File: src/rtl/spi_pnb_recv.sv
// SPI slave receiver (CPOL=0/CPHA=0): oversamples sck/sdi/csn in clk and deserialises DATA_W-bit words.
// Latency: 1 clk from the synchronised sck rising-edge detect to the vld strobe (3 clk from the pin edge).
// No backpressure: dataout holds between vld strobes and the consumer must capture it on vld.
//
// Ports:
//   clk      in   system clock, all logic on its rising edge
//   rst_n    in   asynchronous active-low reset
//   sck      in   SPI clock (async to clk), sampled on its rising edge
//   sdi      in   SPI serial data (async to clk)
//   csn      in   SPI chip select, active low (async to clk)
//   dataout  out  last completed word
//   vld      out  one-cycle strobe, dataout updated this cycle
//   frm_err  out  one-cycle strobe, a partial word was discarded
//   busy     out  high while a csn frame is being received
module spi_pnb_recv #(
    parameter int DATA_W      = 16,
    parameter int MSB_FIRST   = 1,
    parameter int TIMEOUT_CYC = 1024
) (
    input  logic              clk,
    input  logic              rst_n,
    input  logic              sck,
    input  logic              sdi,
    input  logic              csn,
    output logic [DATA_W-1:0] dataout,
    output logic              vld,
    output logic              frm_err,
    output logic              busy
);

    // Bit counter must hold 0..DATA_W-1; timeout counter 0..TIMEOUT_CYC-1.
    localparam int CNT_W = $clog2(DATA_W + 1);
    localparam int TMO_W = $clog2(TIMEOUT_CYC + 1);

    localparam logic [CNT_W-1:0] LAST_BIT = CNT_W'(DATA_W - 1);
    localparam logic [CNT_W-1:0] CNT_ONE  = CNT_W'(1);
    localparam logic [TMO_W-1:0] TMO_LAST = TMO_W'(TIMEOUT_CYC - 1);
    localparam logic [TMO_W-1:0] TMO_ONE  = TMO_W'(1);

    typedef enum logic [0:0] {
        ST_IDLE  = 1'b0,
        ST_SHIFT = 1'b1
    } state_t;

    // ------------------------------------------------------------------
    // Input synchronisers. All three lines go through the same depth so
    // sdi keeps its alignment with sck; sck gets one extra stage for edge
    // detection. csn resets high so a reset never looks like a frame start.
    // ------------------------------------------------------------------
    logic sck_s1_q, sck_s2_q, sck_s3_q;
    logic sdi_s1_q, sdi_s2_q;
    logic csn_s1_q, csn_s2_q;

    always_ff @(posedge clk or negedge rst_n) begin
        if (!rst_n) begin
            sck_s1_q <= 1'b0;
            sck_s2_q <= 1'b0;
            sck_s3_q <= 1'b0;
            sdi_s1_q <= 1'b0;
            sdi_s2_q <= 1'b0;
            csn_s1_q <= 1'b1;
            csn_s2_q <= 1'b1;
        end else begin
            sck_s1_q <= sck;
            sck_s2_q <= sck_s1_q;
            sck_s3_q <= sck_s2_q;
            sdi_s1_q <= sdi;
            sdi_s2_q <= sdi_s1_q;
            csn_s1_q <= csn;
            csn_s2_q <= csn_s1_q;
        end
    end

    logic sck_rise;
    logic csn_high;

    assign sck_rise = sck_s2_q & ~sck_s3_q;
    assign csn_high = csn_s2_q;

    // ------------------------------------------------------------------
    // State
    // ------------------------------------------------------------------
    state_t             state_q, state_d;
    logic [CNT_W-1:0]   bit_cnt_q, bit_cnt_d;
    logic [TMO_W-1:0]   tmo_cnt_q, tmo_cnt_d;
    logic [DATA_W-1:0]  shreg_q, shreg_d;
    logic [DATA_W-1:0]  dataout_q, dataout_d;
    logic               vld_q, vld_d;
    logic               frm_err_q, frm_err_d;

    // Shift register contents including the bit being sampled right now.
    // MSB-first shifts left so the first bit ends up at the top; LSB-first
    // shifts right so the first bit ends up at bit 0.
    logic [DATA_W-1:0] shift_in;

    always_comb begin
        shift_in = shreg_q;
        if (MSB_FIRST != 0) begin
            shift_in = {shreg_q[DATA_W-2:0], sdi_s2_q};
        end else begin
            shift_in = {sdi_s2_q, shreg_q[DATA_W-1:1]};
        end
    end

    // ------------------------------------------------------------------
    // Next-state logic. Priority inside SHIFT:
    //   1. final-bit sck_rise completes the word, even if csn is seen high
    //   2. csn high ends the frame; anything partial (including a non-final
    //      bit arriving in this very cycle) is reported as frm_err
    //   3. ordinary sck_rise shifts a bit in
    //   4. otherwise the stall timer runs while a partial word is held
    // This ordering also guarantees vld and frm_err are mutually exclusive.
    // ------------------------------------------------------------------
    always_comb begin
        state_d   = state_q;
        bit_cnt_d = bit_cnt_q;
        tmo_cnt_d = tmo_cnt_q;
        shreg_d   = shreg_q;
        dataout_d = dataout_q;
        vld_d     = 1'b0;
        frm_err_d = 1'b0;

        case (state_q)
            ST_IDLE: begin
                if (!csn_high) begin
                    state_d   = ST_SHIFT;
                    bit_cnt_d = '0;
                    tmo_cnt_d = '0;
                end
            end

            ST_SHIFT: begin
                if (sck_rise && (bit_cnt_q == LAST_BIT)) begin
                    shreg_d   = shift_in;
                    dataout_d = shift_in;
                    vld_d     = 1'b1;
                    bit_cnt_d = '0;
                    tmo_cnt_d = '0;
                    if (csn_high) begin
                        state_d = ST_IDLE;
                    end
                end else if (csn_high) begin
                    state_d   = ST_IDLE;
                    bit_cnt_d = '0;
                    tmo_cnt_d = '0;
                    frm_err_d = (bit_cnt_q != '0) || sck_rise;
                end else if (sck_rise) begin
                    shreg_d   = shift_in;
                    bit_cnt_d = bit_cnt_q + CNT_ONE;
                    tmo_cnt_d = '0;
                end else if (bit_cnt_q != '0) begin
                    // Stalled partial word: abort it but stay in the frame,
                    // so the master can resynchronise without toggling csn.
                    if (tmo_cnt_q == TMO_LAST) begin
                        frm_err_d = 1'b1;
                        bit_cnt_d = '0;
                        tmo_cnt_d = '0;
                    end else begin
                        tmo_cnt_d = tmo_cnt_q + TMO_ONE;
                    end
                end else begin
                    tmo_cnt_d = '0;
                end
            end

            default: begin
                state_d   = ST_IDLE;
                bit_cnt_d = '0;
                tmo_cnt_d = '0;
            end
        endcase
    end

    always_ff @(posedge clk or negedge rst_n) begin
        if (!rst_n) begin
            state_q   <= ST_IDLE;
            bit_cnt_q <= '0;
            tmo_cnt_q <= '0;
            shreg_q   <= '0;
            dataout_q <= '0;
            vld_q     <= 1'b0;
            frm_err_q <= 1'b0;
        end else begin
            state_q   <= state_d;
            bit_cnt_q <= bit_cnt_d;
            tmo_cnt_q <= tmo_cnt_d;
            shreg_q   <= shreg_d;
            dataout_q <= dataout_d;
            vld_q     <= vld_d;
            frm_err_q <= frm_err_d;
        end
    end

    assign dataout = dataout_q;
    assign vld     = vld_q;
    assign frm_err = frm_err_q;
    assign busy    = (state_q == ST_SHIFT);

endmodule

File: config.mk
export PLATFORM = sky130hd
export DESIGN_NAME = spi_pnb_recv
export DESIGN_NICKNAME = d
export VERILOG_FILES = /design/src/rtl/spi_pnb_recv.sv
export SDC_FILE = /design/constraint.sdc
export NUM_CORES = 1
export LEC_CHECK = 0
export BUFFER_PORTS_ARGS = -buffer_cell sky130_fd_sc_hd__buf_2
export CAP_MARGIN = 0
export CORE_MARGIN = 10
export CORE_UTILIZATION = 50
export CTS_BUF_LIST = sky130_fd_sc_hd__clkbuf_16
export CTS_CLUSTER_DIAMETER = 60
export CTS_CLUSTER_SIZE = 24
export DETAILED_ROUTE_END_ITERATION = 12
export HOLD_SLACK_MARGIN = 0.03
export PLACE_DENSITY = 0.69
export REMOVE_ABC_BUFFERS = 1
export SLEW_MARGIN = 20
export SYNTH_ARGS = -nofsm -noshare
export SYNTH_HDL_FRONTEND = slang
export SYNTH_SLANG_ARGS = --single-unit
File: constraint.sdc
create_clock -name clk -period 2.55 [get_ports clk]
set_input_delay 0.6375 -clock clk [delete_from_list [all_inputs] [get_ports clk]]
set_output_delay 0.6375 -clock clk [all_outputs]
set_load 0.01 [all_outputs]
# Word-level counts from Yosys, hierarchy flattened
# Index checks and enable logic that the tools add are counted.
[classes]
n_addsub = 2
n_eq_ne = 6
n_mux = 26
bitwise = 3
n_reduce_logical = 7
[ops]
columns = ["op", "n"]
rows = [
  ["$mux 11", 6],
  ["$mux 15", 3],
  ["$mux 5", 6],
  ["$pmux 11 s2", 1],
  ["$add 11x1->11 const B", 1],
  ["$eq 11x10->1 const B", 1],
  ["$ne 5x3->1 const B", 2],
  ["$pmux 5 s2", 1],
  ["$mux 1", 9],
  ["$reduce_and 3->1", 2],
  ["$add 5x1->5 const B", 1],
  ["$eq 5x4->1 const B", 1],
  ["$reduce_bool 5->1", 1],
  ["$ne 2x1->1 const B", 1],
  ["$ne 2x2->1 const B", 1],
  ["$not 1->1", 2],
  ["$reduce_and 2->1", 1],
  ["$reduce_bool 2->1", 1],
  ["$and 1x1->1", 1],
  ["$logic_and 1x1->1", 1],
  ["$logic_or 1x1->1", 1],
]
[totals]
reg_bits = 57
input_bits = 5
elab_cells = 58

# Logic depth before layout (Yosys ltp)
# Gate-level depths: netlist of the first run.
[depth]
word_depth = 7
ltp_mapped = 7

# Worst setup path before layout of the first run
# Ideal clock, no wire load.
[synth_path]
path_kind = "register to register"
startpoint = "register bit_cnt_q[0]"
endpoint = "register shreg_q[10]"
setup_time_ps = 125
arrival_ps = 1761
slack_ps = 664
path_stages_with_launch = 8
synth_period_minus_slack_ps = 1886
cell_sequence = "dfrtp_1 ha_1 and3_1 ha_1 inv_1 a21oi_2 buf_4 mux2_2"
[synth_between]
elab_chain_len = 4
word_cells_on_any_way = 6
cone_classes = "2 x eq/ne; 1 x mux; 3 x reduce/logical"
[synth_lines]
columns = ["item", "line", "rtl"]
rows = [
  ["start, declared", "84", "logic [CNT_W-1:0] bit_cnt_q, bit_cnt_d;"],
  ["start signal, assigned", "185", "bit_cnt_q <= bit_cnt_d;"],
  ["$eq 5x4->1 *", "133", "if (sck_rise && (bit_cnt_q == LAST_BIT)) begin"],
  ["$logic_and 1x1->1 *", "133", ""],
  ["$ne 2x1->1 (no source line) or $reduce_bool 2->1 (tied branches)", "-", ""],
  ["$reduce_and 3->1 (no source line)", "-", ""],
  ["end signal, assigned", "187", "shreg_q <= shreg_d;"],
  ["end, declared", "86", "logic [DATA_W-1:0] shreg_q, shreg_d;"],
]
# Every way passes the cells marked *; elsewhere a longest branch is shown, timed or not.
# A chain may end at the register's enable or synchronous reset.

# Final worst setup path of the first run
[layout_path]
startpoint = "register bit_cnt_q[1]"
endpoint = "register shreg_q[11]"
# The elaborated chain is that of the path after synthesis.

==> flow_summary_export.csv, run 1 <==
group,metric,value,unit
logic_synthesis,synth_fa_ha_area_frac,0.0205,
sta,relSlewSlack,0.586,
clock_tree,cts.path.max_buffers,2,
sta,grt_setup_unrepaired,"false",
clock_tree,cts.sinks,57,
global_routing,grtUsageTotal,0.119,
drt,num_vias,1503,
drt,viasPerCell,5.33,
critical_path,worstSetupPathType,"flop to flop",
place,io_buffers,23,
status,status,"completed",
logic_synthesis,synth.area.top_cells,"dfrtp_1, mux2_2, dfstp_2, ha_1, nand3_1",
logic_synthesis,muxShareOfSynthArea,0.156,
sta,drv_slew,0,
critical_path,endpoint_kind,"flop",
logic_synthesis,yosysTopAreaCellShare,0.565,
power_and_ir_drop,p_sw,0.000465,W
power_and_ir_drop,total_power,0.00250,W
global_routing,grt_antenna_before_repair,0,
drt,drt_pass1_iterations,4,
drt,drtIter0Drc,51,
sta,timing_hold_violations_final,0,
logic_synthesis,synth_compound_area_frac,0.0873,
clock_tree,cts_tree,"built",
sta,layout_setup_ws,0.465,ns
logic_synthesis,yosys.area.top_type,"dfrtp_1",
drt,wl,4450,um
drt,drc,0,
floorplan,die_w,89.8,um
global_routing,gr-total-overflow,0,
logic_synthesis,synthDistinctLibCells,46,
critical_path,cp.arrival,2.29,ns
sta,finClkSkew,0.00598,ns
finish,antenna_cells,0,
clock_tree,clk_latency,0.32,ns
power_and_ir_drop,p_seq_frac,0.392,
clock_tree,numCtsBuffers,9,
sta,period_needed,2.09,ns
global_routing,grt_pass1_wl,7760,um
clock_tree,h-tree-depth,3,
finish,syn_to_final_growth,22.6,%
critical_path,reg2reg_to,"shreg_q[11]",
sta,hold_slack,0.331,ns
power_and_ir_drop,p_comb_frac,0.036,
floorplan,io_pins,24,
finish,drive_gt1_frac,0.395,
floorplan,rows,25,
logic_synthesis,synth_edf_count,0,
logic_synthesis,synth_ff_type,"dfrtp_1",
worst_hold_path,min_path_type,"primary input to async pin",
logic_synthesis,synth_area,0.00244,sq mm
logic_synthesis,synth_common_cells,"dfrtp_1, mux2_2, inv_1, nand2_1, nand3_1",
job,maxCapViolCount,0,
sta,tightest_slew,0.621,ns
critical_path,worstPathRequired,2.75,ns
logic_synthesis,synth_xor_area_frac,0.00360,
logic_synthesis,ys_ff_latch,57,
critical_path,r2r_slack,0.46,ns
place,post-place-ws,0.503,ns
finish,fill_cells,352,
critical_path,critPathLaunchType,"flop",
clock_tree,postCtsSetupBuffers,0,
power_and_ir_drop,p_per_area,837,mW/mm^2
drt,final_antenna_net_count,0,
logic_synthesis,syn-instance-count,179,
global_routing,grt_max_degree,32,
critical_path,ff2ff_path_depth,7,
logic_synthesis,synth_top_family_by_area,"multiplexers",
clock_tree,root_buffer,"clkbuf_16",
sta,setup_viol,0,
sta,tns,0,ns
logic_synthesis,synth.avg_cell_area,13.6,sq um
power_and_ir_drop,vdd_drop_max,0.659,mV
drt,routedWlPerCell,15.8,um
clock_tree,ctsResizeCount,0,
floorplan,die_y,89.8,um
sta,period_share,0.818,
place,hpwl,3140,um
global_routing,first_global_vias,1626,
logic_synthesis,synth.most_common_cell,"dfrtp_1",
clock_tree,clkTransAtPathRegs,0.05,ns
logic_synthesis,synthArstFlopShare,1.00,
logic_synthesis,synth-simple-area-share,0.113,
power_and_ir_drop,power_report.internal_total,0.00204,W
floorplan,dieArea,0.00806,sq mm
critical_path,worstReg2RegStart,"bit_cnt_q[1]",
power_and_ir_drop,leakage,1.46,nW
sta,fmax,0.480,GHz
floorplan,start_util,0.516,
finish,nets,219,
power_and_ir_drop,p_clk_frac,0.571,
logic_synthesis,synth_warnings,0,
floorplan,coreArea,0.00472,sq mm
clock_tree,cts_hold_buffers,0,
critical_path,path_max_fanout,11,
place,gp_congestion,0.877,
logic_synthesis,yosysSeqAreaShare,0.587,
power_and_ir_drop,switching_share,0.186,
-- registers in the layout, indices dropped and copies added, names as in the netlist --
signal	cells
dataout	16
shreg_q	15
tmo_cnt_q	11
bit_cnt_q	5
busy	1
csn_high	1
csn_s1_q	1
frm_err	1
sck_s1_q	1
sck_s2_q	1
sck_s3_q	1
sdi_s1_q	1
sdi_s2_q	1
vld	1
-- per-stage QoR --
step | cell area (sq um) | utilization | cells
4_1_cts | 2990 | 0.632 | 282
3_3_place_gp | 2630 | 0.557 | 266
2_1_floorplan | 2390 | - | 174
3_5_place_dp | 2630 | 0.557 | 266
6_report | 2990 | 0.632 | 282
5_1_grt | 2990 | 0.632 | 282
-- worst max-delay path by stage --
stage | startpoint | to | slack, ns | cells past startpoint
6_report | bit_cnt_q[1] | shreg_q[11] | 0.46 | 7
5_1_grt | bit_cnt_q[1] | shreg_q[8] | 0.34 | 7
4_1_cts | bit_cnt_q[1] | shreg_q[8] | 0.47 | 7
3_5_place_dp | bit_cnt_q[1] | shreg_q[11] | 0.50 | 7
3_3_place_gp | bit_cnt_q[0] | shreg_q[11] | 0.60 | 7
2_1_floorplan | bit_cnt_q[0] | shreg_q[0] | 0.58 | 6
-- worst max-delay path, stage by stage, from the launching register on --
cell and delay, ns:
dfrtp_1 0.40, ha_1 0.22, and3_1 0.17, ha_1 0.23
inv_1 0.07, a21oi_2 0.35, buf_12 0.19, mux2_2 0.34
-- routing by layer --
layer	vias up	GRT usage	wire [um]
met1	750	0.118	1810
met2	32	0.200	2270
met4	0	0.0660	113
met3	10	0.0582	262
li1	711	-	-
met5	-	0	0
-- cell families (layout without fill, tap and decap cells) --
| kind of cell | Yosys count | count (layout) |
|---|---|---|
| AOI/OAI and AO/OA | 28 | 28 |
| xor gates and xnor gates | 1 | 1 |
| adders and majority gates | 4 | 4 |
| buffers and inverters | 14 | 50 |
| DFF | 57 | 57 |
| muxes | 34 | 34 |
| and+or+nand+nor | 41 | 41 |
-- power groups by stage --
| stage | sequential [W] | combinational (W) | clock [W] |
|---|---|---|---|
| finish | 0.000981 | 0.0000909 | 0.00143 |
| global route | 0.000985 | 0.000102 | 0.00151 |
| CTS | 0.000982 | 0.0000939 | 0.00145 |
| detailed placement | 0.000993 | 0.0000920 | 0 |
| global placement | 0.000992 | 0.0000877 | 0 |
| floorplan | 0.000982 | 0.0000557 | 0 |
-- cell type report --
type | count | area, sq um | share of cell area
clock buffers | 9 | 225 | 0.0754
clock inverters | 7 | 133 | 0.0444
inverters | 9 | 33.8 | 0.0113
multi-input cells | 108 | 927 | 0.310
flip-flops and latches | 57 | 1430 | 0.478
well taps | 67 | 83.8 | 0.0281
repair buffers | 25 | 155 | 0.0519
-- layout by cell type, fill, tap and decap left out, types with 2 or more instances in the layout --
cell type	instances
nor3_1	4
nand2b_1	2
nand3_1	7
a21oi_1	2
mux2_2	32
o21a_1	3
buf_2	23
a31o_1	3
bufinv_16	4
a22o_1	3
a31oi_1	3
nand2_1	7
clkbuf_16	9
o31ai_1	3
or3_1	3
mux2i_1	2
inv_1	9
o21ai_0	3
buf_12	2
nor2b_1	2
clkinv_1	2
nand4_1	2
dfrtp_1	55
ha_1	4
dfstp_2	2
(Power assumes the default switching activity.)
==> run 2, diff against run 1 <==
--- a/config.mk
+++ b/config.mk
@@ -5,6 +5,7 @@
 export SDC_FILE = /design/constraint.sdc
 export NUM_CORES = 1
 export LEC_CHECK = 0
+export ABC_AREA = 1
 export BUFFER_PORTS_ARGS = -buffer_cell sky130_fd_sc_hd__buf_2
 export CAP_MARGIN = 0
 export CORE_MARGIN = 10
==> constraint.sdc (replaced) <==
create_clock -name clk -period 1.93 [get_ports clk]
set_input_delay 0.4825 -clock clk [delete_from_list [all_inputs] [get_ports clk]]
set_output_delay 0.4825 -clock clk [all_outputs]
set_load 0.01 [all_outputs]
==> run 2 against run 1 <==
  * Die area increased by 4.2%
  * Sequential cell count unchanged
  * Setup slack got worse by 0.25 ns
  * Hold slack lost 0.20 ns
  * Sequential share of layout area is 0.98 points lower
  * Final cell count up 30%
  * Power up 7.8%
  * Via count up 18%
  * Largest power group unchanged
==> flow_summary_export.csv, run 2 <==
group,metric,value,unit
logic_synthesis,synth.avg_cell_area,9.87,sq um
power_and_ir_drop,vdd_drop_max,0.566,mV
logic_synthesis,synth_ff_type,"dfrtp_1",
sta,fmax,0.584,GHz
clock_tree,ctsResizeCount,0,
floorplan,die_y,91.7,um
drt,routedWlPerCell,12.4,um
floorplan,die_w,91.7,um
logic_synthesis,synth_common_cells,"nand2_1, dfrtp_1, inv_1, o21ai_2, nand2_2",
sta,timing_hold_violations_final,0,
finish,nets,302,
clock_tree,clkTransAtPathRegs,0.05,ns
clock_tree,cts.sinks,57,
logic_synthesis,synth.most_common_cell,"nand2_1",
clock_tree,cts_hold_buffers,0,
drt,final_antenna_net_count,0,
finish,largest_reg_flops,16,
place,hpwl,3190,um
global_routing,gr-total-overflow,0,
logic_synthesis,synth.area.top_cells,"dfrtp_1, nand2_1, o21ai_2, inv_1, nand2_2",
drt,num_vias,1774,
sta,period_share,0.887,
logic_synthesis,yosysSeqAreaShare,0.557,
place,dpl_cell_area,0.00280,sq mm
global_routing,first_global_vias,1823,
logic_synthesis,yosysTopAreaCellShare,0.536,
clock_tree,postCtsSetupBuffers,0,
finish,mostFrequentLayoutCells,"nand2_1, dfrtp_1, inv_1, buf_2, o21ai_2",
critical_path,worstSetupPathType,"flop to flop",
logic_synthesis,yosys.area.top_type,"dfrtp_1",
finish,fill_cells,427,
logic_synthesis,synth_area,0.00257,sq mm
logic_synthesis,ys_ff_latch,57,
sta,relSlewSlack,0.666,
sta,tightest_slew,0.501,ns
global_routing,grt_antenna_before_repair,0,
floorplan,io_pins,24,
critical_path,critPathLaunchType,"flop",
place,io_buffers,23,
clock_tree,cts.path.max_buffers,2,
drt,wl,4550,um
clock_tree,numCtsBuffers,9,
drt,viasPerCell,4.82,
drt,drt_pass1_iterations,5,
finish,final_core_util,0.605,
logic_synthesis,synth_edf_count,0,
power_and_ir_drop,p_per_area,884,mW/mm^2
status,status,"completed",
worst_hold_path,min_path_type,"primary input to async pin",
clock_tree,h-tree-depth,3,
logic_synthesis,synthDistinctLibCells,29,
finish,syn_to_final_growth,18.8,%
sta,finClkSkew,0.00695,ns
drt,drc,0,
critical_path,endpoint_kind,"flop",
critical_path,path_max_fanout,31,
critical_path,worstPathRequired,2.13,ns
finish,finalInstanceArea,0.00305,sq mm
critical_path,cp.arrival,1.91,ns
drt,drtIter0Drc,75,
floorplan,coreArea,0.00504,sq mm
sta,setup_viol,0,
floorplan,dieArea,0.00840,sq mm
sta,drv_slew,0,
finish,drive_gt1_frac,0.312,
finish,layout_commonest_cell,"nand2_1",
clock_tree,root_buffer,"clkbuf_16",
sta,grt_setup_unrepaired,"false",
critical_path,r2r_slack,0.22,ns
global_routing,grt_pass1_wl,8410,um
logic_synthesis,synth_warnings,0,
global_routing,grtUsageTotal,0.126,
logic_synthesis,syn-instance-count,260,
logic_synthesis,synthArstFlopShare,1.00,
power_and_ir_drop,leakage,1.46,nW
global_routing,grt_max_degree,32,
finish,antenna_cells,0,
clock_tree,cts_tree,"built",
sta,tns,0,ns
place,gp_congestion,0.820,
job,maxCapViolCount,0,
sta,period_needed,1.71,ns
floorplan,start_util,0.509,
clock_tree,clk_latency,0.32,ns
floorplan,rows,26,
run 2: cell type report:
type	instances	area, sq um	area share
Inverter	34	128	0.0419
Sequential cell	57	1430	0.469
Tap cell	70	87.6	0.0287
Timing Repair Buffer	28	190	0.0624
Clock buffer	9	225	0.0739
Multi-Input combinational cell	163	962	0.316
Clock inverter	7	27.5	0.00903
run 2: metrics by stage:
stage | worst slack [ns] | hold WS, ns | total power, W | cells
floorplan | 0.0183 | 0.187 | 0.00135 | 254
global placement | 0.296 | 0.334 | 0.00140 | 352
detailed placement | 0.235 | 0.337 | 0.00141 | 352
CTS | 0.194 | 0.142 | 0.00274 | 368
global route | 0.0560 | 0.145 | 0.00283 | 368
finish | 0.219 | 0.128 | 0.00270 | 368
run 2: metal layers:
layer / vias up / GRT usage / routed length (um)
li1: 895 / - / -
met3: 7 / 0.0603 / 219
met5: - / 0 / 0
met2: 34 / 0.182 / 2050
met4: 0 / 0.0614 / 78
met1: 838 / 0.154 / 2200
run 2: path summary, 6_finish.rpt:
path / from / endpoint / cells past startpoint
max: bit_cnt_q[0] / dataout[0] / 10
min: rst_n / dataout[6] / 1
max reg2reg: bit_cnt_q[0] / dataout[0] / 10
min reg2reg: sdi_s1_q / sdi_s2_q / 0
max in group asynchronous: rst_n / bit_cnt_q[2] / 2
min in group clk: sdi / sdi_s1_q / 1
run 2: cell families (layout without fill, tap and decap cells):
logic type	Yosys count	after routing	share of synthesized area
compound gates	42	42	0.118
xor+xnor	7	7	0.0239
fa+ha+maj	4	4	0.0195
buf+inv	40	78	0.0687
flops	57	57	0.557
simple gates	110	110	0.213
run 2: worst max-delay path: stages (launching register included):
cell and delay [ns]:
dfrtp_1 0.39, ha_1 0.17, nand2_1 0.06, nor2_1 0.10, ha_1 0.27, nand2_2 0.11
nor2_4 0.12, inv_2 0.05, buf_12 0.17, nand2_1 0.09, o21ai_2 0.05
run 2: power breakdown:
| group | switching (W) | internal, W | leakage [nW] |
|---|---|---|---|
| logic | 0.0000891 | 0.0000389 | 0.545 |
| registers | 0.0000233 | 0.00124 | 0.771 |
| clock network | 0.000475 | 0.000831 | 0.143 |
| total | 0.000587 | 0.00211 | 1.46 |
==> run 3, diff against run 2 <==
==> constraint.sdc (replaced) <==
create_clock -name clk -period 1.93 [get_ports clk]
set_input_delay 0.193 -clock clk [delete_from_list [all_inputs] [get_ports clk]]
set_output_delay 0.193 -clock clk [all_outputs]
set_load 0.01 [all_outputs]
==> run 3 against run 2 <==
  * Clock-buffer cell count did not move
  * Highest routed layer unchanged
  * Clock power rose by 21%
  * Sequential power barely moved
  * First-iteration DRC count rose by 8.0%
  * Power rose by 11%
  * Final cell count rose by 0.54%
  * Die area did not move
  * Maximum frequency rose by 1.1%
  * Core utilization rose by 1.6 points
  * Critical path depth did not move
  * Final area rose by 2.6%
  * Combinational power barely moved
==> flow_summary_export.csv, run 3 (synthesized netlist as in run 2, its figures left out) <==
group,metric,value,unit
place,gp_congestion,0.758,
place,hpwl,2970,um
finish,fill_cells,414,
global_routing,grt-busiest-layer,"met2",
global_routing,gr-total-overflow,0,
global_routing,first_global_vias,1788,
power_and_ir_drop,leakage,1.48,nW
drt,num_vias,1756,
clock_tree,cts_tree,"built",
worst_hold_path,hold_start,"sdi_s1_q",
critical_path,worstSetupPathType,"flop to flop",
job,maxCapViolCount,0,
finish,final_core_util,0.621,
global_routing,grtUsageMet2,0.179,
clock_tree,clkTransAtPathRegs,0.05,ns
finish,mostFrequentLayoutCells,"nand2_1, dfrtp_1, inv_1, buf_2, o21ai_2",
critical_path,critPathLaunchType,"flop",
sta,tightest_slew,0.323,ns
status,status,"completed",
clock_tree,ctsResizeCount,0,
finish,layout_commonest_cell,"nand2_1",
finish,drive_gt1_frac,0.310,
global_routing,grt_pass1_wl,7900,um
global_routing,grt_max_degree,58,
drt,drtIter0Drc,81,
drt,wl,4380,um
finish,syn_to_final_growth,21.9,%
sta,period_needed,1.69,ns
clock_tree,cts.path.max_buffers,2,
sta,relSlewSlack,0.783,
global_routing,grt_antenna_before_repair,0,
power_and_ir_drop,p_per_area,953,mW/mm^2
sta,period_share,0.877,
floorplan,start_util,0.509,
critical_path,path_max_fanout,31,
floorplan,io_pins,24,
global_routing,grtUsageTotal,0.116,
global_routing,grt_use_met1,0.136,
sta,setup_viol,0,
global_routing,grtUsageMet3,0.0481,
floorplan,die_w,91.7,um
floorplan,dieArea,0.00840,sq mm
sta,tns,0,ns
drt,drt_pass1_iterations,4,
finish,nets,305,
drt,drc,0,
critical_path,cp-startpoint,"bit_cnt_q[0]",
sta,timing_hold_violations_final,0,
finish,seq_area,0.00143,sq mm
clock_tree,numCtsBuffers,9,
critical_path,worstReg2RegStart,"bit_cnt_q[0]",
clock_tree,root_buffer,"clkbuf_16",
sta,drv_slew,0,
drt,viasPerCell,4.75,
critical_path,worstPathRequired,2.14,ns
clock_tree,cts_hold_buffers,4,
finish,multi_input_comb_area,962,sq um
drt,routedWlPerCell,11.8,um
place,io_buffers,23,
critical_path,cp.arrival,1.90,ns
finish,antenna_cells,0,
floorplan,coreArea,0.00504,sq mm
floorplan,die_y,91.7,um
finish,largest_reg_flops,16,
critical_path,r2r_slack,0.24,ns
worst_hold_path,min_path_type,"flop to flop",
clock_tree,h-tree-depth,3,
critical_path,endpoint_kind,"flop",
drt,final_antenna_net_count,0,
clock_tree,cts.sinks,57,
floorplan,rows,26,
sta,fmax,0.591,GHz
power_and_ir_drop,vdd_drop_max,0.595,mV
clock_tree,postCtsSetupBuffers,0,
clock_tree,clk_latency,0.32,ns
sta,finClkSkew,0.00479,ns
sta,grt_setup_unrepaired,"false",
run 3: per-stage QoR:
stage               area [sq um]  hold slack (ns)  power (W)  worst slack [ns]  cells
finish                      3130            0.344    0.00298             0.238    370
global route                3130            0.357    0.00310            0.0864    370
CTS                         3130            0.345    0.00301             0.222    370
detailed placement          2790            0.217    0.00141             0.228    351
global placement            2790            0.218    0.00140             0.300    351
floorplan                   2520           -0.103    0.00135            0.0183    254
run 3: final cells by class:
| class | instances | area share |
|---|---|---|
| Clock inverter | 6 | 0.0240 |
| Multi-Input combinational cell | 163 | 0.307 |
| Clock buffer | 9 | 0.0720 |
| Sequential cell | 57 | 0.457 |
| Inverter | 34 | 0.0408 |
| Tap cell | 70 | 0.0280 |
| Timing Repair Buffer | 31 | 0.0712 |
run 3: layer usage:
metal  routed length [um]  vias up  share of wire
met5                    0        -              0
met4                   96        0          0.022
met3                  260       11          0.059
met2                 1890       35           0.43
met1                 2130      812           0.49
li1                     -      898              -
run 3: path summary, 6_finish.rpt:
kind,end,depth (start not counted)
min reg2reg,sdi_s2_q,0
max,dataout[14],10
max in group asynchronous,csn_s1_q,3
min,sdi_s2_q,0
min in group asynchronous,dataout[8],3
max reg2reg,dataout[14],10
run 3: power by group:
part           internal, W  switching, W  total, W
Combinational    0.0000430     0.0000875  0.000131
Sequential         0.00124     0.0000226   0.00126
Clock              0.00110      0.000491   0.00159
run 3: critical path, cell delays in order, from the launching register on:
cell	delay, ns
dfrtp_1	0.38
ha_1	0.18
nand2_1	0.07
nor2_1	0.10
ha_1	0.26
nand2_2	0.11
nor2_4	0.11
inv_2	0.05
buf_12	0.17
nand2_1	0.09
o21ai_2	0.05
